### src/rtl/bias_mem_pkg.sv
//==============================================================================
// Module : bias_mem_pkg
// Brief  : Shared types and defaults for the streamed bias memory.
// Rev    : 1.0 - initial release
//==============================================================================
`default_nettype none

package bias_mem_pkg;

  typedef enum logic [1:0] {
    IDLE  = 2'd0,
    LOAD  = 2'd1,
    READY = 2'd2
  } ld_state_t;

  localparam int c_DEF_DATA_W = 32;
  localparam int c_DEF_DEPTH  = 19;
  localparam int c_DEF_ADDR_W = 5;

  function automatic bit addr_w_fits(input int depth, input int addr_w);
    return addr_w >= $clog2(depth);
  endfunction

endpackage

`default_nettype wire

### src/rtl/bias_mem_stream_if.sv
//==============================================================================
// Module : bias_mem_stream_if
// Brief  : Load stream and read port bundle; Par_err exists only with BIAS_MEM_PARITY_EN.
// Rev    : 1.0 - initial release
//==============================================================================
`default_nettype none

interface bias_mem_stream_if #(
  parameter int DATA_W = 32,
  parameter int ADDR_W = 5
);
  logic              Ld_start;
  logic              Ld_valid;
  logic [DATA_W-1:0] Ld_data;
  logic              Ld_ready;
  logic              Ld_done;
  logic              Loaded;
  logic              Rd_en;
  logic [ADDR_W-1:0] Rd_addr;
  logic [DATA_W-1:0] Rd_data;
  logic              Rd_valid;
  logic              Rd_err;
`ifdef BIAS_MEM_PARITY_EN
  logic              Par_err;

  modport master (
    output Ld_start, Ld_valid, Ld_data, Rd_en, Rd_addr,
    input  Ld_ready, Ld_done, Loaded, Rd_data, Rd_valid, Rd_err, Par_err
  );
  modport slave (
    input  Ld_start, Ld_valid, Ld_data, Rd_en, Rd_addr,
    output Ld_ready, Ld_done, Loaded, Rd_data, Rd_valid, Rd_err, Par_err
  );
`else
  modport master (
    output Ld_start, Ld_valid, Ld_data, Rd_en, Rd_addr,
    input  Ld_ready, Ld_done, Loaded, Rd_data, Rd_valid, Rd_err
  );
  modport slave (
    input  Ld_start, Ld_valid, Ld_data, Rd_en, Rd_addr,
    output Ld_ready, Ld_done, Loaded, Rd_data, Rd_valid, Rd_err
  );
`endif
endinterface

`default_nettype wire

### src/rtl/bias_ld_fsm.sv
//==============================================================================
// Module : bias_ld_fsm
// Brief  : Load sequencer: owns state, write pointer, Ld_ready/Ld_done/Loaded.
// Rev    : 1.0 - initial release
//==============================================================================
`default_nettype none

module bias_ld_fsm
  import bias_mem_pkg::*;
#(
  parameter int DEPTH  = c_DEF_DEPTH,
  parameter int ADDR_W = c_DEF_ADDR_W
) (
  input  logic              Clock,
  input  logic              Res,
  input  logic              ld_start,
  input  logic              ld_valid,
  output logic              ld_ready,
  output logic              ld_done,
  output logic              loaded,
  output logic              wr_en,
  output logic [ADDR_W-1:0] wr_addr
);

  localparam logic [ADDR_W-1:0] c_LAST = ADDR_W'(DEPTH - 1);

  ld_state_t         r_state, w_state_nxt;
  logic [ADDR_W-1:0] r_ptr, w_ptr_nxt;
  logic              r_done, w_done_nxt;
  logic              r_loaded;

  always_ff @(posedge Clock or posedge Res) begin
    if (Res) begin
      r_state  <= IDLE;
      r_ptr    <= '0;
      r_done   <= 1'b0;
      r_loaded <= 1'b0;
    end else begin
      r_state  <= w_state_nxt;
      r_ptr    <= w_ptr_nxt;
      r_done   <= w_done_nxt;
      r_loaded <= (w_state_nxt == READY);
    end
  end

  always_comb begin
    w_state_nxt = r_state;
    w_ptr_nxt   = r_ptr;
    w_done_nxt  = 1'b0;
    wr_en       = 1'b0;
    ld_ready    = 1'b0;
    case (r_state)
      IDLE: begin
        if (ld_start) begin
          w_state_nxt = LOAD;
          w_ptr_nxt   = '0;
        end
      end
      LOAD: begin
        ld_ready = 1'b1;
        // A restart wins over a word presented in the same cycle.
        if (ld_start) begin
          w_ptr_nxt = '0;
        end else if (ld_valid) begin
          wr_en = 1'b1;
          if (r_ptr == c_LAST) begin
            w_state_nxt = READY;
            w_ptr_nxt   = '0;
            w_done_nxt  = 1'b1;
          end else begin
            w_ptr_nxt = r_ptr + 1'b1;
          end
        end
      end
      READY: begin
        if (ld_start) begin
          w_state_nxt = LOAD;
          w_ptr_nxt   = '0;
        end
      end
      default: begin
        w_state_nxt = IDLE;
        w_ptr_nxt   = '0;
      end
    endcase
  end

  assign wr_addr = r_ptr;
  assign ld_done = r_done;
  assign loaded  = r_loaded;

endmodule

`default_nettype wire

### src/rtl/bias_mem_stream.sv
//==============================================================================
// Module : bias_mem_stream
// Brief  : Serially loaded bias table with a registered, range-checked read port.
//          Optional macro BIAS_MEM_PARITY_EN adds per-entry even parity and Par_err.
// Rev    : 1.0 - initial release
//==============================================================================
`default_nettype none

module bias_mem_stream
  import bias_mem_pkg::*;
#(
  parameter int DATA_W = c_DEF_DATA_W,
  parameter int DEPTH  = c_DEF_DEPTH,
  parameter int ADDR_W = c_DEF_ADDR_W
) (
  input  logic              Clock,
  input  logic              Res,
  bias_mem_stream_if.slave  bus
);

  generate
    if (!addr_w_fits(DEPTH, ADDR_W)) begin : g_addr_w_bad
      $error("bias_mem_stream: ADDR_W too small for DEPTH");
    end
  endgenerate

`ifdef BIAS_MEM_PARITY_EN
  localparam int c_MEM_W = DATA_W + 1;
`else
  localparam int c_MEM_W = DATA_W;
`endif

  logic [c_MEM_W-1:0] r_mem [DEPTH];
  logic               w_wr_en;
  logic [ADDR_W-1:0]  w_wr_addr;
  logic [c_MEM_W-1:0] w_wr_word;
  logic [c_MEM_W-1:0] w_rd_word;
  logic               w_loaded;
  logic               w_rd_ok;
  logic [DATA_W-1:0]  r_rd_data;
  logic               r_rd_valid;
  logic               r_rd_err;

  bias_ld_fsm #(
    .DEPTH  (DEPTH),
    .ADDR_W (ADDR_W)
  ) u_ld_fsm (
    .Clock    (Clock),
    .Res      (Res),
    .ld_start (bus.Ld_start),
    .ld_valid (bus.Ld_valid),
    .ld_ready (bus.Ld_ready),
    .ld_done  (bus.Ld_done),
    .loaded   (w_loaded),
    .wr_en    (w_wr_en),
    .wr_addr  (w_wr_addr)
  );

`ifdef BIAS_MEM_PARITY_EN
  assign w_wr_word = {^bus.Ld_data, bus.Ld_data};
`else
  assign w_wr_word = bus.Ld_data;
`endif

  always_ff @(posedge Clock or posedge Res) begin
    if (Res) begin
      for (int i = 0; i < DEPTH; i++) begin
        r_mem[i] <= '0;
      end
    end else if (w_wr_en) begin
      r_mem[w_wr_addr] <= w_wr_word;
    end
  end

  // Writes only happen while Loaded is low, so reads never see a same-cycle write.
  assign w_rd_ok   = w_loaded && ({1'b0, bus.Rd_addr} < (ADDR_W + 1)'(DEPTH));
  assign w_rd_word = r_mem[bus.Rd_addr];

  always_ff @(posedge Clock or posedge Res) begin
    if (Res) begin
      r_rd_data  <= '0;
      r_rd_valid <= 1'b0;
      r_rd_err   <= 1'b0;
    end else if (bus.Rd_en) begin
      r_rd_valid <= w_rd_ok;
      r_rd_err   <= !w_rd_ok;
      r_rd_data  <= w_rd_ok ? w_rd_word[DATA_W-1:0] : '0;
    end else begin
      r_rd_valid <= 1'b0;
      r_rd_err   <= 1'b0;
    end
  end

`ifdef BIAS_MEM_PARITY_EN
  logic r_par_err;

  // Stored word plus parity bit XORs to 1 exactly when the entry is corrupted.
  always_ff @(posedge Clock or posedge Res) begin
    if (Res) begin
      r_par_err <= 1'b0;
    end else begin
      r_par_err <= bus.Rd_en && w_rd_ok && (^w_rd_word);
    end
  end

  assign bus.Par_err = r_par_err;
`endif

  assign bus.Loaded   = w_loaded;
  assign bus.Rd_data  = r_rd_data;
  assign bus.Rd_valid = r_rd_valid;
  assign bus.Rd_err   = r_rd_err;

endmodule

`default_nettype wire

### src/flat_wrapper.sv
// flat-port wrapper written by rule: the top's interface ports become plain ports
module bias_mem_stream_flat import bias_mem_pkg::*;
#(
  parameter int DATA_W = c_DEF_DATA_W,
  parameter int DEPTH  = c_DEF_DEPTH,
  parameter int ADDR_W = c_DEF_ADDR_W
)
  (Clock, Res, bus_Ld_start, bus_Ld_valid, bus_Ld_data, bus_Rd_en, bus_Rd_addr, bus_Ld_ready, bus_Ld_done, bus_Loaded, bus_Rd_data, bus_Rd_valid, bus_Rd_err);
  bias_mem_stream_if #(.DATA_W(DATA_W), .ADDR_W(ADDR_W)) bus_i ();
  input  logic Clock;
  input  logic Res;
  input wire logic [$bits(bus_i.Ld_start)-1:0] bus_Ld_start;
  input wire logic [$bits(bus_i.Ld_valid)-1:0] bus_Ld_valid;
  input wire logic [$bits(bus_i.Ld_data)-1:0] bus_Ld_data;
  input wire logic [$bits(bus_i.Rd_en)-1:0] bus_Rd_en;
  input wire logic [$bits(bus_i.Rd_addr)-1:0] bus_Rd_addr;
  output wire logic [$bits(bus_i.Ld_ready)-1:0] bus_Ld_ready;
  output wire logic [$bits(bus_i.Ld_done)-1:0] bus_Ld_done;
  output wire logic [$bits(bus_i.Loaded)-1:0] bus_Loaded;
  output wire logic [$bits(bus_i.Rd_data)-1:0] bus_Rd_data;
  output wire logic [$bits(bus_i.Rd_valid)-1:0] bus_Rd_valid;
  output wire logic [$bits(bus_i.Rd_err)-1:0] bus_Rd_err;
  assign bus_i.Ld_start = bus_Ld_start;
  assign bus_i.Ld_valid = bus_Ld_valid;
  assign bus_i.Ld_data = bus_Ld_data;
  assign bus_i.Rd_en = bus_Rd_en;
  assign bus_i.Rd_addr = bus_Rd_addr;
  assign bus_Ld_ready = bus_i.Ld_ready;
  assign bus_Ld_done = bus_i.Ld_done;
  assign bus_Loaded = bus_i.Loaded;
  assign bus_Rd_data = bus_i.Rd_data;
  assign bus_Rd_valid = bus_i.Rd_valid;
  assign bus_Rd_err = bus_i.Rd_err;
  bias_mem_stream #(.DATA_W(DATA_W), .DEPTH(DEPTH), .ADDR_W(ADDR_W)) u_core (.Clock(Clock), .Res(Res), .bus(bus_i));
endmodule
### config.mk
export PLATFORM = sky130hd
export DESIGN_NAME = bias_mem_stream_flat
export DESIGN_NICKNAME = d
export VERILOG_FILES = /design/src/rtl/bias_mem_pkg.sv /design/src/rtl/bias_mem_stream_if.sv /design/src/rtl/bias_ld_fsm.sv /design/src/rtl/bias_mem_stream.sv /design/src/flat_wrapper.sv
export SDC_FILE = /design/constraint.sdc
export NUM_CORES = 1
export LEC_CHECK = 0
export CAP_MARGIN = 0
export CORE_MARGIN = 2
export CORE_UTILIZATION = 59
export DETAILED_ROUTE_END_ITERATION = 10
export GPL_TIMING_DRIVEN = 0
export PLACE_DENSITY = 0.77
export SLEW_MARGIN = 30
export SYNTH_ARGS = -nofsm -noshare
export SYNTH_HDL_FRONTEND = slang
export SYNTH_HIERARCHICAL = 1
export SYNTH_SLANG_ARGS = --single-unit
### constraint.sdc
create_clock -name Clock -period 23.7 [get_ports Clock]
set_clock_uncertainty 0.05 [all_clocks]
set_input_delay 3.555 -clock Clock [delete_from_list [all_inputs] [get_ports Clock]]
set_output_delay 3.555 -clock Clock [all_outputs]
set_load 0.02 [all_outputs]
# Word-level counts from Yosys, hierarchy flattened
# Index checks and enable logic that the tools add are counted.
# word_totals
ff_bits,651
inputBits,42
# classes
add_sub_neg,1
order_cmp,4
eq_ne,6
n_mux,27
bitwise,2
reduce_logical,6
# op_table
cell,count
bitwise mux 608 bit,1
binary-select mux 32 bit (select 5 bit),1
demux 32 bit (select 5 bit),1
two-way mux 32 bit,4
two-way mux 5 bit,4
>= comparator 6 bit (second input constant),2
inverter 5 -> 6 bit,2
two-way mux 1 bit,10
one-hot mux 5 bit (2 select lines),1
two-way mux 2 bit,4
less-than comparator 6 x 1 -> 1 bit (second input constant),1
adder 5 x 1 -> 5 bit (second input constant),1
equality test 5 bit (second input constant),1
less-than comparator 5 bit (second input constant),1
equality test 2 bit (second input constant),2
one-hot mux 2 bit (2 select lines),1
!= test 3 bit (second input constant),1
equality test 2 x 1 -> 1 bit (second input constant),1
logical AND 1 bit,2
logical NOT 2 bit,1
!= test 2 x 1 -> 1 bit (second input constant),1
AND reduction 2 bit,1
OR reduction 2 bit,1
logical NOT 1 bit,1

# Depth between registers and ports, before layout
# logic_depth
ltp_word,6
ltp_mapped,8
mapped_depth_nobuf,7

# Modules after synthesis
# Netlist, hierarchy kept.
# modules_own_cells
module,n_inst,cells_each,area_per_inst_um2,seq_area_each_um2
bias_mem_stream,1,2110,29039.1,16065.4
bias_ld_fsm,1,47,474.2,225.2

# Least setup slack after synthesis
# No wires, ideal clock.
# synth_timing
kind,in2reg
from,input bus_Ld_start
to,register u_core/r_mem[147] (netlist name)
setup_ns,0.125
arrival_ns,4.950
setup_slack_ns,18.576
stages,8
n_path_buf,1
cell_sequence,nor3b_4 > nand2_2 > clkinv_2 > and3b_1 > inv_1 > nor2_2 > buf_4 > mux2_2
# synth_between
elab_chain_len,2
# synth_lines
item,line_no,text
"start, declared",flat_wrapper.sv:12,input wire logic [$bits(bus_i.Ld_start)-1:0] bus_Ld_start;
two-way mux 1 bit,bias_ld_fsm.sv:62,if (ld_start) begin
two-way mux 1 bit,bias_ld_fsm.sv:52,case (r_state)
named net u_core.w_wr_en,bias_mem_stream.sv:34,logic w_wr_en;
"end signal, assigned by index",bias_mem_stream.sv:71,r_mem[w_wr_addr] <= w_wr_word;
"end, declared",bias_mem_stream.sv:33,logic [c_MEM_W-1:0] r_mem [DEPTH];
# The timed path passes the listed nets, and every way through them passes these cells.
# A chain may end at the register's enable or synchronous reset.

==> results.cfg <==
[critical_path]
worstPathRequired_ns = 24.17
start_kind = primary input
worst-path-buf-inv = 2
crit_family = simple AND/OR/NAND/NOR gates
cpMostUsedCell = nand3_1
end_kind = flop
slowest_stage = nor3_1
cpPeakStageDelay_ns = 0.87
reg2reg_slack_ns = 20.89
crit_arrival_ns = 6.53
path_class = primary input to flop
path_cells = clkdlybuf4s50_1 > nand2_1 > nor3_1 > clkbuf_1 > nand3_1 > nand3_1
path_max_fanout = 10

[cts]
cts_resized = 0
cts_tree = done
clock-sinks = 651
clockBufferDepth = 3
cts_setup_buffers = 0
cts-htree-levels = 3
clkSlewWorstSetupHoldPaths_ns = 0.06
root_buffer = clkbuf_16
numCtsBuffers = 69
cts_hold_buf = 0
clk_latency_ns = 0.60

[global_routing]
grt_pass1_vias = 19554
grt_max_degree = 93
grt_overflow_total = 0
grt_pass1_wl_um = 115100
antenna_found_initial = 1
grt_usage_pct = 29.65

[floorplan]
start_util_pct = 60.04
num_io_pins = 79
num_rows = 81
die_x_um = 227.7
dieArea_um2 = 51830
core_area_um2 = 49150
die_h_um = 227.7

[timing]
finalSetupViolCount = 0
tightest_slew_ns = 1.101
setup_ws_ns = 17.64
fmax_mhz = 164.9
hold_viol = 0
max_slew_margin_pct = 26.05
drv_slew = 0
final.period_utilization_pct = 25.59
rsz0062_at_grt = no
tns_ns = 0
fin_crit_ns = 6.064

[yosys]
synth_top_area_share_pct = 55.20
netlist_area_um2 = 29510
synth_area_leaders = dfrtp_1 55%, mux2_2 23%, mux2i_1 9.8%
yosysWarnings = 6
yosysSeqAreaShare_pct = 55.20
synth_area_leader_cell = dfrtp_1
synth_nets = 2201
avgSynthCellArea_um2 = 13.68
syn_inst = 2157
synth.distinct_cells = 38
synth_seq_cells = 651

[routing]
avgRoutedWirePerCell_um = 24.91
wirelength_um = 74700
ant_nets = 0
via_count = 18698
post-route-drc-count = 0
drt_iter0_markers = 1537
post_drt_via_cell_ratio = 6.235
drt_first_pass_iters = 5

[power_and_ir_drop]
power.density_nw_per_um2 = 74.46
ir_worst_vdd_v = 0.00005927
power_leakage_uw = 0.01653

[placement]
gp_congestion = 0.8650
dpl_cell_area_um2 = 31020
port-buffer-count = 44
dp_hpwl_um = 51830
post-place-ws_ns = 17.22

[run]
maxCapViolCount = 0

[final_layout]
nets = 2324
layout_commonest_cell = dfrtp_1
final_cell_mix = 651 x dfrtp_1, 604 x mux2_2, 289 x mux2i_1
area_growth_pct = 12.70
final_layout_size_suffix_gt1_share_pct = 35.05
nFillCells = 3523
final_area_um2 = 33260

[status]
status = finished, final reports clean

[worst_hold_path]
hold_class = flop to flop
-- cells in the mapped netlist (all sizes together) --
library cell,count
a211o,1
a21boi,1
a21oi,33
a22oi,130
a31oi,2
a32oi,1
a41oi,2
and2,2
and3,1
and3b,1
buf,128
clkbuf,75
clkinv,1
dfrtp,651
ha,2
inv,8
mux2,608
mux2i,289
nand2,21
nand3,103
nand3b,1
nand4,1
nand4bb,1
nor2,8
nor2b,39
nor3,3
nor3b,6
nor4b,1
o21ai,3
o2bb2ai,32
o32ai,2
-- stage by stage --
stage	std cells	utilization, %	hold WS (ns)	power [uW]
global placement	2865	62.63	0.4180	1420
floorplan	2157	-	0.4074	1371
finish	2999	67.67	0.4369	2476
global route	2998	67.66	0.4591	2562
detailed placement	2873	63.10	0.4254	1435
CTS	2998	67.66	0.4384	2493
-- routing by layer --
| layer | vias up | wire (um) | GRT usage (%) |
|---|---|---|---|
| met4 | 2 | 3390 | 13.85 |
| met3 | 185 | 4361 | 4.564 |
| met1 | 9785 | 31960 | 40.65 |
| met2 | 600 | 34980 | 46.97 |
| li1 | 8126 | - | - |
| met5 | - | 13 | 0 |
-- power by group --
part           internal [uW]  switching, uW  total [uW]  leakage (uW)
sequential              1180           33.6        1210       0.00890
combinational           92.3            118         210       0.00652
clock                    624            434        1060       0.00111
total                   1890            585        2480        0.0165
-- kinds of logic after synthesis --
logic type      Yosys count  share of synthesized area (%)
mux                     897                          33.00
flops                   651                          55.20
fa+ha+maj                 2                        0.08478
simple gates            188                          3.476
compound gates          207                          5.113
buf+inv                 212                          3.129
-- flip-flops by register name, summed over array words and instances, names as in the netlist --
register / count
u_core/u_ld_fsm/wr_addr: 5
u_core/u_ld_fsm/r_state: 2
u_core/u_ld_fsm/ld_done: 1
u_core/r_mem: 608
u_core/u_ld_fsm/loaded: 1
u_core/bus.Rd_data: 32
u_core/bus.Rd_valid: 1
u_core/bus.Rd_err: 1
-- cell type report --
cell class | instances | area (um^2) | area share (%)
diodes | 1 | 2.502 | 0.007524
plain buffers | 203 | 888.4 | 2.671
clock buffers | 109 | 2111 | 6.346
clock inverters | 16 | 130.1 | 0.3912
inverters | 9 | 42.54 | 0.1279
multi-input cells | 1294 | 12300 | 36.99
flip-flops and latches | 651 | 16290 | 48.98
well taps | 664 | 830.8 | 2.498
repair buffers | 52 | 660.6 | 1.986
-- final timing paths --
path	from	end	cells after the start
setup / recovery	bus_Rd_en	u_core/bus.Rd_data[20]	6
hold / removal	u_core/r_mem[184]	u_core/r_mem[184]	1
setup reg to reg	u_core/u_ld_fsm/loaded	u_core/bus.Rd_data[20]	5
hold reg to reg	u_core/r_mem[184]	u_core/r_mem[184]	1
max in group asynchronous	Res	u_core/r_mem[597]	6
min in group asynchronous	Res	u_core/r_mem[421]	2
No activity file was read; power rests on OpenSTA's default activity.
